`config.mk`:
```
export PLATFORM = sky130hd
export DESIGN_NAME = divider_reconstructor
export DESIGN_NICKNAME = d
export VERILOG_FILES = /design/src/rtl/divider_reconstructor.sv
export SDC_FILE = /design/constraint.sdc
export NUM_CORES = 1
export LEC_CHECK = 0
export CAP_MARGIN = 20
export CORE_MARGIN = 4
export CORE_UTILIZATION = 58
export CTS_CLUSTER_SIZE = 40
export DETAILED_ROUTE_END_ITERATION = 12
export DONT_BUFFER_PORTS = 1
export GPL_TIMING_DRIVEN = 0
export PLACE_DENSITY = 0.76
export REMOVE_ABC_BUFFERS = 1
export SETUP_SLACK_MARGIN = 0.2
export SYNTH_ARGS = -nofsm -noshare
export SYNTH_HDL_FRONTEND = slang
export SYNTH_SLANG_ARGS = --single-unit
```
`constraint.sdc`:
```
create_clock -name clk -period 3.5 [get_ports clk]
set_input_delay 0.175 -clock clk [delete_from_list [all_inputs] [get_ports clk]]
set_output_delay 0.175 -clock clk [all_outputs]
set_load 0.1 [all_outputs]
```
`src/rtl/divider_reconstructor.sv`:
```
// Shift-add inverse of the 32/16 restoring divider: p = q*b + r, with fit and r>=b flags.
// Latency BW+1 edges from accepted start to ready; start is ignored while busy, nothing is queued.
module divider_reconstructor #(
   parameter int QW = 32,
   parameter int BW = 16,
   parameter int CW = 5
) (
   input  logic             clk,
   input  logic             clear,
   input  logic             start,
   input  logic [QW-1:0]    q,
   input  logic [BW-1:0]    b,
   input  logic [BW-1:0]    r,
   output logic [QW+BW-1:0] p,
   output logic             fits,
   output logic             rem_err,
   output logic             busy,
   output logic             ready,
   output logic [CW-1:0]    counter
);

   localparam int PW = QW + BW;

   localparam logic [1:0] S_IDLE = 2'd0;
   localparam logic [1:0] S_RUN  = 2'd1;
   localparam logic [1:0] S_DONE = 2'd2;

   logic [1:0]    state;
   logic [PW-1:0] mq;
   logic [BW-1:0] mb;
   logic [PW-1:0] acc;
   logic [PW-1:0] acc_next;
   logic          last_iter;

   // The final iteration's partial add must land in p, so completion uses acc_next.
   always_comb begin
      acc_next  = mb[0] ? (acc + mq) : acc;
      last_iter = (counter == CW'(BW - 1));
   end

   always_ff @(posedge clk) begin
      if (clear) begin
         state   <= S_IDLE;
         mq      <= '0;
         mb      <= '0;
         acc     <= '0;
         p       <= '0;
         fits    <= 1'b1;
         rem_err <= 1'b0;
         busy    <= 1'b0;
         ready   <= 1'b0;
         counter <= '0;
      end else begin
         case (state)
            S_IDLE, S_DONE: begin
               if (start) begin
                  mq      <= {{BW{1'b0}}, q};
                  mb      <= b;
                  acc     <= {{QW{1'b0}}, r};
                  rem_err <= (r >= b);
                  counter <= '0;
                  busy    <= 1'b1;
                  ready   <= 1'b0;
                  state   <= S_RUN;
               end
            end
            S_RUN: begin
               acc     <= acc_next;
               mq      <= mq << 1;
               mb      <= mb >> 1;
               counter <= counter + CW'(1);
               if (last_iter) begin
                  p     <= acc_next;
                  fits  <= (acc_next[PW-1:QW] == '0);
                  busy  <= 1'b0;
                  ready <= 1'b1;
                  state <= S_DONE;
               end
            end
            default: state <= S_IDLE;
         endcase
      end
   end

endmodule

```
==> load_flow_metrics.sql, run 1 <==
INSERT INTO impl_metrics (metric_group, metric, value, unit) VALUES
('floorplan', 'io-pin-count', '124', ''),
('timing', 'unrepaired_setup_endpoints_after_global_routing', 'true', ''),
('cts', 'clock_path_buffers', '2', ''),
('drt', 'antenna_left', '0', ''),
('floorplan', 'floorplan.initialDensity', '0.5986', ''),
('timing', 'worst_slew_margin_rel', '0.2996', ''),
('drt', 'wl', '29.76', 'mm'),
('cts', 'clk_pin_slew', '70', 'ps'),
('setup_path', 'cp_max_fo', '4', ''),
('setup_path', 'worstSetupPathType', 'reg2reg', ''),
('final_layout', 'postLayoutCellArea', '12010', 'sq um'),
('global_route', 'pin_count_of_the_biggest_net_entering_global_routing', '166', ''),
('final_layout', 'final_core_utilization', '0.7140', ''),
('final_layout', 'mostFrequentLayoutCells', '164 x nor2_1, 155 x dfxtp_1, 145 x a21oi_1, 141 x nand2_1, 89 x a22oi_1', ''),
('setup_path', 'timing.rr.end', 'fits$_SDFFE_PP1P_', ''),
('worst_hold_path', 'whs_path_depth', '3', ''),
('final_layout', 'finalNetCount', '1429', ''),
('timing', 'slew_viol_final', '0', ''),
('cts', 'ctsRootBufferMaster', 'clkbuf_16', ''),
('global_route', 'grt_overflow_total', '0', ''),
('final_layout', 'final.fill_count', '1323', ''),
('drt', 'routed-wl-met2', '14.18', 'mm'),
('final_layout', 'antenna-diode-count', '0', ''),
('yosys', 'number_of_synthesized_register_bits', '171', ''),
('setup_path', 'worst_path_largest_cell_delay', '430', 'ps'),
('timing', 'tightestPinTransition', '1049', 'ps'),
('worst_hold_path', 'min_path_type', 'in2reg', ''),
('worst_hold_path', 'timing.hold.worst.start', 'start', ''),
('global_route', 'wire_length_of_the_first_global_routing_pass', '49.28', 'mm'),
('worst_hold_path', 'min_delay_worst_endpoint', 'ready$_SDFFE_PP0P_', ''),
('placed_design', 'place_area', '10250', 'sq um'),
('final_layout', 'most_frequent_standard_cell_in_the_layout_excluding_fill_and_tap_cells', 'nor2_1', ''),
('yosys', 'synth_area_per_cell', '7.903', 'sq um'),
('setup_path', 'crit_required', '3840', 'ps'),
('yosys', 'post_synth_instance_area', '10070', 'sq um'),
('drt', 'met3_length', '2.136', 'mm'),
('drt', 'dr.first_iter.drc_count', '840', ''),
('timing', 'final_hold_viol_count', '0', ''),
('yosys', 'ys_seq_area_frac', '0.3400', ''),
('floorplan', 'placement_rows', '47', ''),
('yosys', 'syn_inst', '1274', ''),
('cts', 'htree_num_levels', '4', ''),
('drt', 'route.detailed.wl_per_inst', '19.47', 'microns'),
('drt', 'detail_route.vias_per_cell', '6.392', ''),
('placed_design', 'routabilityCongestion', '0.9049', ''),
('timing', 'final.setup.worst_slack', '41.36', 'ps'),
('cts', 'clock_sinks', '171', ''),
('yosys', 'synthArstFlopShare', '0', ''),
('floorplan', 'die_area', '19530', 'sq um'),
('setup_path', 'cp.arrival', '3800', 'ps'),
('floorplan', 'floorplan.core_area', '16820', 'sq um'),
('flow_run', 'max-cap-violations', '0', ''),
('global_route', 'initial_antenna_violation_count', '0', ''),
('final_layout', 'fraction_of_final_layout_cells_with_drive_strength_greater_than_1', '0.1246', ''),
('timing', 'final.hold.worst_slack', '17.65', 'ps'),
('yosys', 'synth_top_flop_cell', 'dfxtp_1', ''),
('pwr', 'pd_cells', '391.0', 'nW/um^2'),
('floorplan', 'die_width', '139.8', 'microns'),
('drt', 'drt_pre_antenna_iters', '6', ''),
('outcome', 'run_status', 'complete, no violations', ''),
('global_route', 'grt_usage', '0.2992', ''),
('placed_design', 'io_buffer_count', '0', ''),
('setup_path', 'path_cells', 'ha_2, inv_1, fa_1, nor2b_2, o31a_1, or3b_1, a21oi_4, a21bo_1, and2_1, o311a_4, o211ai_1, nor4b_4, nand4_1, o31ai_2', ''),
('setup_path', 'timing.reg2reg.setup_slack', '40', 'ps'),
('setup_path', 'logic_depth_of_the_worst_register_to_register_path', '14', ''),
('cts', 'cts_made_buffers', '17', ''),
('drt', 'route.layer.met1.wl', '12.82', 'mm'),
('cts', 'clk_lat_worst_skew', '430', 'ps'),
('yosys', 'netlist-cell-type-count', '77', ''),
('floorplan', 'die_h', '139.8', 'microns'),
('setup_path', 'reg2reg_from', 'mq[0]$_SDFFE_PP0P_', '');
==> registers in the layout, summed over array words and instances, names as in the netlist <==
signal   flops
fits         1
ready        1
mb          16
rem_err      1
busy         1
counter      5
acc         48
mq          48
p           48
state        2
==> synth_stat cells, drive strengths merged, types with 15 or more instances <==
cell	n	share of area
o21ai	43	0.022
mux2i	15	0.015
a21oi	151	0.075
clkbuf	86	0.032
dfxtp	171	0.34
nand2	142	0.053
nand4	28	0.017
a211oi	22	0.018
inv	26	0.0097
a21o	27	0.020
ha	65	0.081
a22oi	89	0.066
a221oi	18	0.016
nor2	166	0.062
xnor2	21	0.018
mux2	16	0.018
==> through the flow <==
step	std cells	total power, mW	setup TNS [ps]
floorplan	1176	2.500	-613730
global placement	1396	2.630	-1708450
detailed placement	1407	2.672	-290.1
CTS	1524	4.673	0
global route	1528	4.861	-143.4
finish	1528	4.695	0
==> where the power goes <==
group	internal (mW)	leakage [nW]	switching [mW]	total [mW]
Combinational	0.317	2.93	0.415	0.733
Clock	1.02	0.267	0.841	1.86
Sequential	2.01	1.40	0.0894	2.10
Total	3.35	4.60	1.35	4.69
==> critical path: cells and delay by family, from the launching register on <==
kind,cells,cell delay [ps]
buffers and inverters,1,90
adders and majority gates,2,400
DFF,1,330
AOI/OAI and AO/OA,6,1320
and+or+nand+nor,5,1210
==> cells by family (layout without fill, tap and decap cells) <==
logic type	count (synthesis)	in the layout	share of synthesized area
buffers and inverters	125	159	0.04722
AOI/OAI and AO/OA	428	428	0.2833
adders and majority gates	66	66	0.08276
xor gates and xnor gates	35	35	0.03045
DFF	171	171	0.3400
muxes	31	31	0.03281
and+or+nand+nor	418	418	0.1834
==> worst max-delay path by stage <==
stage                     startpoint                   to  slack (ps)
2_1_floorplan  state[0]$_SDFFE_PP0P_  acc[1]$_SDFFE_PP0P_       -4780
3_3_place_gp   state[0]$_SDFFE_PP0P_  acc[1]$_SDFFE_PP0P_      -13000
3_5_place_dp      mq[7]$_SDFFE_PP0P_    fits$_SDFFE_PP1P_        -290
4_1_cts          acc[6]$_SDFFE_PP0P_    fits$_SDFFE_PP1P_          30
5_1_grt           mq[0]$_SDFFE_PP0P_    fits$_SDFFE_PP1P_        -140
6_report          mq[0]$_SDFFE_PP0P_    fits$_SDFFE_PP1P_          40
==> final cells by class <==
type / instances / area [sq um] / share of cell area
multi-input combinational: 978 / 6499 / 0.5412
sequential: 171 / 3451 / 0.2874
timing repair buffer: 101 / 1111 / 0.09253
clock buffer: 20 / 456.7 / 0.03803
tap: 220 / 275.3 / 0.02292
clock inverter: 11 / 111.4 / 0.009274
inverter: 27 / 103.9 / 0.008649
==> timing repair <==
item / in CTS / in global routing
pin swaps: 19 / 5
resized for setup: 58 / 21
hold buffers: 66 / 0
setup endpoints to repair: 2 / 24
setup buffers: 20 / 4
endpoints found under the hold margin: 165 / 0
==> metal layers <==
layer | global-route usage | up-vias
met2 | 0.4976 | 398
li1 | - | 4677
met3 | 0.06381 | 57
met5 | 0 | -
met1 | 0.3973 | 4635
met4 | 0.07547 | 0
No activity file was read; power rests on OpenSTA's default activity.
==> run 2, diff against run 1 <==
CAP_MARGIN = default   (was 20)
CORE_UTILIZATION = 35   (was 58)
CTS_CLUSTER_DIAMETER = 80   (was default)
PLACE_DENSITY = default   (was 0.76)
==> run 2 against run 1 <==
Effect of this change: cell area grew 2.9%; clock power rose by 9.7%; hold slack better by 93 ps; worst setup slack gained 34 ps; routed wire length up 4.1%; via count down 3.0%; count of clock-buffer cells in the layout shrank 1; combinational power down 2%; register-to-register slack better by 30 ps; global-route usage is 10 points lower; largest power group unchanged; highest routed layer unchanged.
==> load_flow_metrics.sql, run 2 (synthesized netlist as in run 1, its figures left out) <==
INSERT INTO impl_metrics (metric_group, metric, value, unit) VALUES
('timing', 'unrepaired_setup_endpoints_after_global_routing', 'true', ''),
('outcome', 'run_status', 'complete, no violations', ''),
('drt', 'drt_pre_antenna_iters', '5', ''),
('final_layout', 'finalNetCount', '1426', ''),
('floorplan', 'floorplan.core_area', '28090', 'sq um'),
('placed_design', 'io_buffer_count', '0', ''),
('final_layout', 'area_growth', '22.68', '%'),
('drt', 'route.detailed.wl_per_inst', '18.40', 'microns'),
('placed_design', 'routabilityCongestion', '0.8652', ''),
('timing', 'final_hold_viol_count', '0', ''),
('drt', 'detail_route.drc_violations', '0', ''),
('setup_path', 'timing.rr.end', 'fits$_SDFFE_PP1P_', ''),
('setup_path', 'reg2reg_from', 'acc[6]$_SDFFE_PP0P_', ''),
('cts', 'htree_num_levels', '4', ''),
('setup_path', 'cp_max_fo', '5', ''),
('drt', 'detailroute.via_count', '9476', ''),
('worst_hold_path', 'min_delay_worst_endpoint', 'rem_err$_SDFFE_PP0P_', ''),
('cts', 'clock_path_buffers', '2', ''),
('timing', 'fin_skew', '14.43', 'ps'),
('final_layout', 'top_regs', 'acc (48), mq (48), p (48)', ''),
('global_route', 'grt.busiest_layer', 'met2', ''),
('global_route', 'wire_length_of_the_first_global_routing_pass', '49.99', 'mm'),
('pwr', 'highest_ir_drop_seen_on_vdd', '259.3', 'uV'),
('final_layout', 'mostFrequentLayoutCells', '163 x nor2_1, 153 x dfxtp_1, 141 x nand2_1, 141 x a21oi_1, 89 x a22oi_1', ''),
('drt', 'wl', '30.99', 'mm'),
('setup_path', 'logic_depth_of_the_worst_register_to_register_path', '13', ''),
('timing', 'setup_viol_count_final', '0', ''),
('floorplan', 'placement_rows', '61', ''),
('floorplan', 'io-pin-count', '124', ''),
('floorplan', 'die_width', '177.6', 'microns'),
('final_layout', 'most_frequent_standard_cell_in_the_layout_excluding_fill_and_tap_cells', 'nor2_1', ''),
('global_route', 'grt_usage', '0.1942', ''),
('global_route', 'grt.met3_usage', '0.04623', ''),
('final_layout', 'antenna-diode-count', '0', ''),
('cts', 'ctsRootBufferMaster', 'clkbuf_16', ''),
('placed_design', 'place_area', '10380', 'sq um'),
('global_route', 'pin_count_of_the_biggest_net_entering_global_routing', '166', ''),
('floorplan', 'floorplan.initialDensity', '0.3585', ''),
('worst_hold_path', 'whs_path_depth', '3', ''),
('final_layout', 'postLayoutCellArea', '12350', 'sq um'),
('setup_path', 'crit_required', '3850', 'ps'),
('setup_path', 'worstSetupPathType', 'reg2reg', ''),
('drt', 'detail_route.vias_per_cell', '5.627', ''),
('timing', 'final.hold.worst_slack', '111.1', 'ps'),
('global_route', 'first_global_vias', '9322', ''),
('timing', 'final.min_clock_period', '3424', 'ps'),
('cts', 'clock_sinks', '171', ''),
('global_route', 'global_routing_usage_on_met1', '0.2603', ''),
('floorplan', 'die_h', '177.6', 'microns'),
('drt', 'dr.first_iter.drc_count', '771', ''),
('worst_hold_path', 'timing.hold.worst.start', 'r[15]', ''),
('timing', 'layout_worst_path_cycle_share', '0.9783', ''),
('setup_path', 'timing.reg2reg.setup_slack', '80', 'ps'),
('placed_design', 'detailed_place_hpwl', '20.88', 'mm'),
('timing', 'tightestPinTransition', '1064', 'ps'),
('pwr', 'design_power_total', '4.864', 'mW'),
('timing', 'max_freq', '292.0', 'MHz'),
('timing', 'slew_viol_final', '0', ''),
('setup_path', 'critical_path.endpoint_type', 'flop', ''),
('global_route', 'grt_overflow_total', '0', ''),
('setup_path', 'critical_path.startpoint_type', 'flop', ''),
('drt', 'antenna_left', '0', ''),
('flow_run', 'max-cap-violations', '0', ''),
('cts', 'cts_made_buffers', '17', ''),
('cts', 'cts_tree', 'built', ''),
('floorplan', 'die_area', '31550', 'sq um'),
('setup_path', 'cp.arrival', '3780', 'ps'),
('cts', 'clk_lat_worst_skew', '440', 'ps'),
('global_route', 'initial_antenna_violation_count', '0', ''),
('timing', 'worst_slew_margin_rel', '0.2898', ''),
('worst_hold_path', 'min_path_type', 'in2reg', ''),
('pwr', 'pd_cells', '393.8', 'nW/um^2'),
('global_route', 'gr-usage-met2', '0.3176', ''),
('final_layout', 'fraction_of_final_layout_cells_with_drive_strength_greater_than_1', '0.1417', ''),
('cts', 'clk_pin_slew', '70', 'ps'),
('pwr', 'leakagePower', '4.544', 'nW');
## run 2: repair_timing
item | in CTS | in global routing
setup buffers | 17 | 6
pin swaps | 21 | 18
resized for setup | 60 | 46
endpoints found under the hold margin | 165 | 0
hold buffers | 66 | 0
endpoints found under the setup margin | 9 | 12
## run 2: routing by layer
layer,vias to the layer above,wire length [microns]
met1,4509,13940
met5,-,0
li1,4669,-
met2,266,14490
met4,0,431
met3,32,2121
## run 2: per-stage QoR
stage                     worst slack [ps]  cells  TNS [ps]  utilization
after floorplan                      -4781   1176   -613730            -
after global placement              -14660   1554  -1932750       0.3620
after detailed placement            -617.6   1563    -622.9       0.3696
after CTS                            49.23   1678         0       0.4304
after global routing                -33.73   1684    -33.73       0.4398
final                                75.81   1684         0       0.4398
## run 2: layout make-up
cell class / instances / area, sq um
Clock buffer: 19 / 442.9
Clock inverter: 13 / 178.9
Fill cell: 2841 / 15740
Inverter: 27 / 106.4
Multi-Input combinational cell: 978 / 6666
Sequential cell: 171 / 3446
Tap cell: 378 / 473.0
Timing Repair Buffer: 98 / 1039
## run 2: worst max path at each step
stage	startpoint	to	slack, ps	cells past startpoint
global placement	state[0]$_SDFFE_PP0P_	acc[1]$_SDFFE_PP0P_	-14660	5
finish	acc[6]$_SDFFE_PP0P_	fits$_SDFFE_PP1P_	80	13
CTS	acc[9]$_SDFFE_PP0P_	fits$_SDFFE_PP1P_	50	12
floorplan	state[0]$_SDFFE_PP0P_	acc[1]$_SDFFE_PP0P_	-4780	5
global route	acc[15]$_SDFFE_PP0P_	fits$_SDFFE_PP1P_	-30	12
detailed placement	mb[0]$_SDFFE_PP0P_	fits$_SDFFE_PP1P_	-620	8
## run 2: report_power, final
part           leakage [nW]  total (mW)  switching [mW]  internal [mW]
clock                 0.300        2.04           0.877           1.17
sequential             1.40        2.10          0.0923           2.01
combinational          2.85       0.721           0.405          0.316
total                  4.54        4.86            1.37           3.49
## run 2: worst max-delay path, stage by stage, from the launching register on
cell and delay [ps]:
dfxtp_2 350, ha_4 250, buf_4 130, a21o_1 180, o21bai_1 160, a41o_1 290
o21ba_4 250, o21ai_4 180, buf_4 200, o311a_2 220, or4b_4 460, nor4b_2 230
nand4_1 190, o31ai_2 250
==> run 3, diff against run 2 <==
SETUP_SLACK_MARGIN = 0.3   (was 0.2)
clock period = 4.2 ns   (was 3.5 ns; I/O delays follow)
==> run 3 against run 2 <==
Effect of this change: global-route usage fell by 0.35 points; combinational power fell by 25%; worst setup slack improved by 340 ps; fmax fell by 9.5%; non-clock buffer count fell by 23; hold slack got worse by 74 ps; flip-flop and latch count did not move; die area did not move; power fell by 18%.
==> load_flow_metrics.sql, run 3 (synthesized netlist as in run 1, its figures left out) <==
INSERT INTO impl_metrics (metric_group, metric, value, unit) VALUES
('timing', 'tightestPinTransition', '1062', 'ps'),
('setup_path', 'cp_max_fo', '6', ''),
('drt', 'antenna_left', '0', ''),
('timing', 'unrepaired_setup_endpoints_after_global_routing', 'false', ''),
('setup_path', 'logic_depth_of_the_worst_register_to_register_path', '12', ''),
('floorplan', 'floorplan.initialDensity', '0.3585', ''),
('global_route', 'first_global_vias', '9134', ''),
('timing', 'final_hold_viol_count', '0', ''),
('timing', 'slew_viol_final', '0', ''),
('cts', 'ctsRootBufferMaster', 'clkbuf_16', ''),
('global_route', 'wire_length_of_the_first_global_routing_pass', '49.07', 'mm'),
('timing', 'final.hold.worst_slack', '36.85', 'ps'),
('final_layout', 'area_growth', '16.66', '%'),
('drt', 'route.detailed.wl_per_inst', '18.19', 'microns'),
('timing', 'worst_slew_margin_rel', '0.2909', ''),
('drt', 'route.layer.met1.wl', '13.88', 'mm'),
('drt', 'highest_layer', 'met4', ''),
('final_layout', 'final.fill_count', '2898', ''),
('floorplan', 'floorplan.core_area', '28090', 'sq um'),
('final_layout', 'mostFrequentLayoutCells', '170 x dfxtp_1, 165 x nor2_1, 149 x a21oi_1, 142 x nand2_1, 89 x a22oi_1', ''),
('cts', 'clock_sinks', '171', ''),
('pwr', 'leakagePower', '4.475', 'nW'),
('global_route', 'pin_count_of_the_biggest_net_entering_global_routing', '166', ''),
('drt', 'drt_pre_antenna_iters', '5', ''),
('timing', 'layout_worst_path_cycle_share', '0.9010', ''),
('final_layout', 'antenna-diode-count', '0', ''),
('drt', 'detailroute.via_count', '9261', ''),
('timing', 'final.min_clock_period', '3784', 'ps'),
('drt', 'dr.first_iter.drc_count', '694', ''),
('pwr', 'power.share.switching', '0.2806', ''),
('worst_hold_path', 'whs_path_depth', '3', ''),
('pwr', 'design_power_total', '3.981', 'mW'),
('timing', 'final.setup.worst_slack', '415.6', 'ps'),
('final_layout', 'fraction_of_final_layout_cells_with_drive_strength_greater_than_1', '0.07015', ''),
('setup_path', 'cp.arrival', '4130', 'ps'),
('cts', 'clock_path_buffers', '2', ''),
('pwr', 'p_seq_frac', '0.437', ''),
('timing', 'setup_viol_count_final', '0', ''),
('setup_path', 'reg2reg_from', 'mq[7]$_SDFFE_PP0P_', ''),
('floorplan', 'die_h', '177.6', 'microns'),
('setup_path', 'timing.rr.end', 'fits$_SDFFE_PP1P_', ''),
('floorplan', 'io-pin-count', '124', ''),
('floorplan', 'die_area', '31550', 'sq um'),
('global_route', 'initial_antenna_violation_count', '0', ''),
('pwr', 'pd_cells', '338.9', 'nW/um^2'),
('setup_path', 'timing.reg2reg.setup_slack', '420', 'ps'),
('final_layout', 'finalNetCount', '1403', ''),
('floorplan', 'die_width', '177.6', 'microns'),
('outcome', 'run_status', 'complete, no violations', ''),
('cts', 'htree_num_levels', '4', ''),
('placed_design', 'io_buffer_count', '0', ''),
('drt', 'met3_length', '2.007', 'mm'),
('pwr', 'highest_ir_drop_seen_on_vdd', '217.1', 'uV'),
('final_layout', 'stdcell_count', '1661', ''),
('flow_run', 'max-cap-violations', '0', ''),
('timing', 'max_freq', '264.2', 'MHz'),
('placed_design', 'routabilityCongestion', '0.8652', ''),
('setup_path', 'crit_required', '4550', 'ps'),
('placed_design', 'detailed_place_hpwl', '20.88', 'mm'),
('drt', 'detail_route.vias_per_cell', '5.576', ''),
('cts', 'clk_pin_slew', '70', 'ps'),
('worst_hold_path', 'min_path_type', 'in2reg', ''),
('global_route', 'grt_usage', '0.1907', ''),
('cts', 'cts_tree', 'built', ''),
('placed_design', 'post-place-cells', '1563', ''),
('pwr', 'combinationalPowerShare', '0.137', ''),
('cts', 'cts.repair_timing.setup_buffer_count', '0', ''),
('drt', 'wl', '30.21', 'mm'),
('worst_hold_path', 'min_delay_worst_endpoint', 'ready$_SDFFE_PP0P_', ''),
('setup_path', 'critical_path.startpoint_type', 'flop', ''),
('pwr', 'netSwitchingPower', '1.117', 'mW'),
('drt', 'routed-wl-met2', '13.98', 'mm'),
('cts', 'cts_made_buffers', '17', ''),
('pwr', 'p_int', '2.864', 'mW'),
('final_layout', 'postLayoutCellArea', '11750', 'sq um'),
('placed_design', 'post-place-ws', '82.42', 'ps'),
('worst_hold_path', 'timing.hold.worst.start', 'start', ''),
('floorplan', 'placement_rows', '61', ''),
('setup_path', 'critical_path.endpoint_type', 'flop', ''),
('timing', 'fin_skew', '13.60', 'ps'),
('cts', 'clk_lat_worst_skew', '430', 'ps'),
('global_route', 'grt_overflow_total', '0', ''),
('pwr', 'clockPowerShare', '0.426', ''),
('setup_path', 'worstSetupPathType', 'reg2reg', ''),
('placed_design', 'place_area', '10380', 'sq um'),
('final_layout', 'most_frequent_standard_cell_in_the_layout_excluding_fill_and_tap_cells', 'dfxtp_1', ''),
('drt', 'detail_route.drc_violations', '0', ''),
('final_layout', 'top_regs', 'acc (48), mq (48), p (48)', '');
[run 3: final cells by class]
cell class	count	area [sq um]	area share
Inverter	27	102.6	0.008734
Tap cell	378	473.0	0.04026
Sequential cell	171	3425	0.2915
Clock buffer	19	442.9	0.03771
Timing Repair Buffer	75	865.8	0.07371
Multi-Input combinational cell	978	6259	0.5328
Clock inverter	13	178.9	0.01523
[run 3: worst max-delay path: stages (launching register included)]
cell	delay, ps
dfxtp_1	340
ha_2	390
nand2_1	120
or4_4	490
o22ai_2	210
o21ba_4	200
o21ai_4	120
o311a_1	390
mux2i_1	190
or4b_1	560
nor4b_2	240
nand4_1	190
o31ai_2	250
[run 3: power by group through the flow]
| stage | clock [mW] | combinational [mW] | sequential [mW] |
|---|---|---|---|
| 6_report | 1.70 | 0.544 | 1.74 |
| 5_1_grt | 1.81 | 0.604 | 1.75 |
| 2_1_floorplan | 0 | 0.319 | 1.76 |
| 4_1_cts | 1.74 | 0.537 | 1.74 |
| 3_5_place_dp | 0 | 0.451 | 1.77 |
| 3_3_place_gp | 0 | 0.424 | 1.78 |
[run 3: stage by stage]
stage                     setup TNS, ps    util
after floorplan                 -495430       -
after global placement         -1813050  0.3620
after detailed placement              0  0.3696
after CTS                             0  0.4161
after global routing                  0  0.4182
final                                 0  0.4182
[run 3: worst max-delay path by stage]
stage                          startpoint  cells after the start                   to
floorplan           state[0]$_SDFFE_PP0P_                      5  acc[1]$_SDFFE_PP0P_
global placement    state[0]$_SDFFE_PP0P_                      5  acc[1]$_SDFFE_PP0P_
detailed placement     mb[0]$_SDFFE_PP0P_                      8    fits$_SDFFE_PP1P_
CTS                    mq[0]$_SDFFE_PP0P_                     14    fits$_SDFFE_PP1P_
global route          mq[12]$_SDFFE_PP0P_                     12    fits$_SDFFE_PP1P_
finish                 mq[7]$_SDFFE_PP0P_                     12    fits$_SDFFE_PP1P_
[run 3: repair_timing]
| item | CTS | global route |
|---|---|---|
| pin swaps | 0 | 1 |
| setup endpoints to repair | 1 | 1 |
| hold buffers | 66 | 0 |
| gates cloned | 0 | 0 |
| resized for setup | 2 | 12 |
| endpoints found under the hold margin | 165 | 0 |
[run 3: metal layers]
metal  GRT usage  vias to the layer above
met4     0.04093                        0
li1            -                     4616
met5           0                        -
met3     0.04452                       29
met1      0.2590                     4380
met2      0.3100                      236
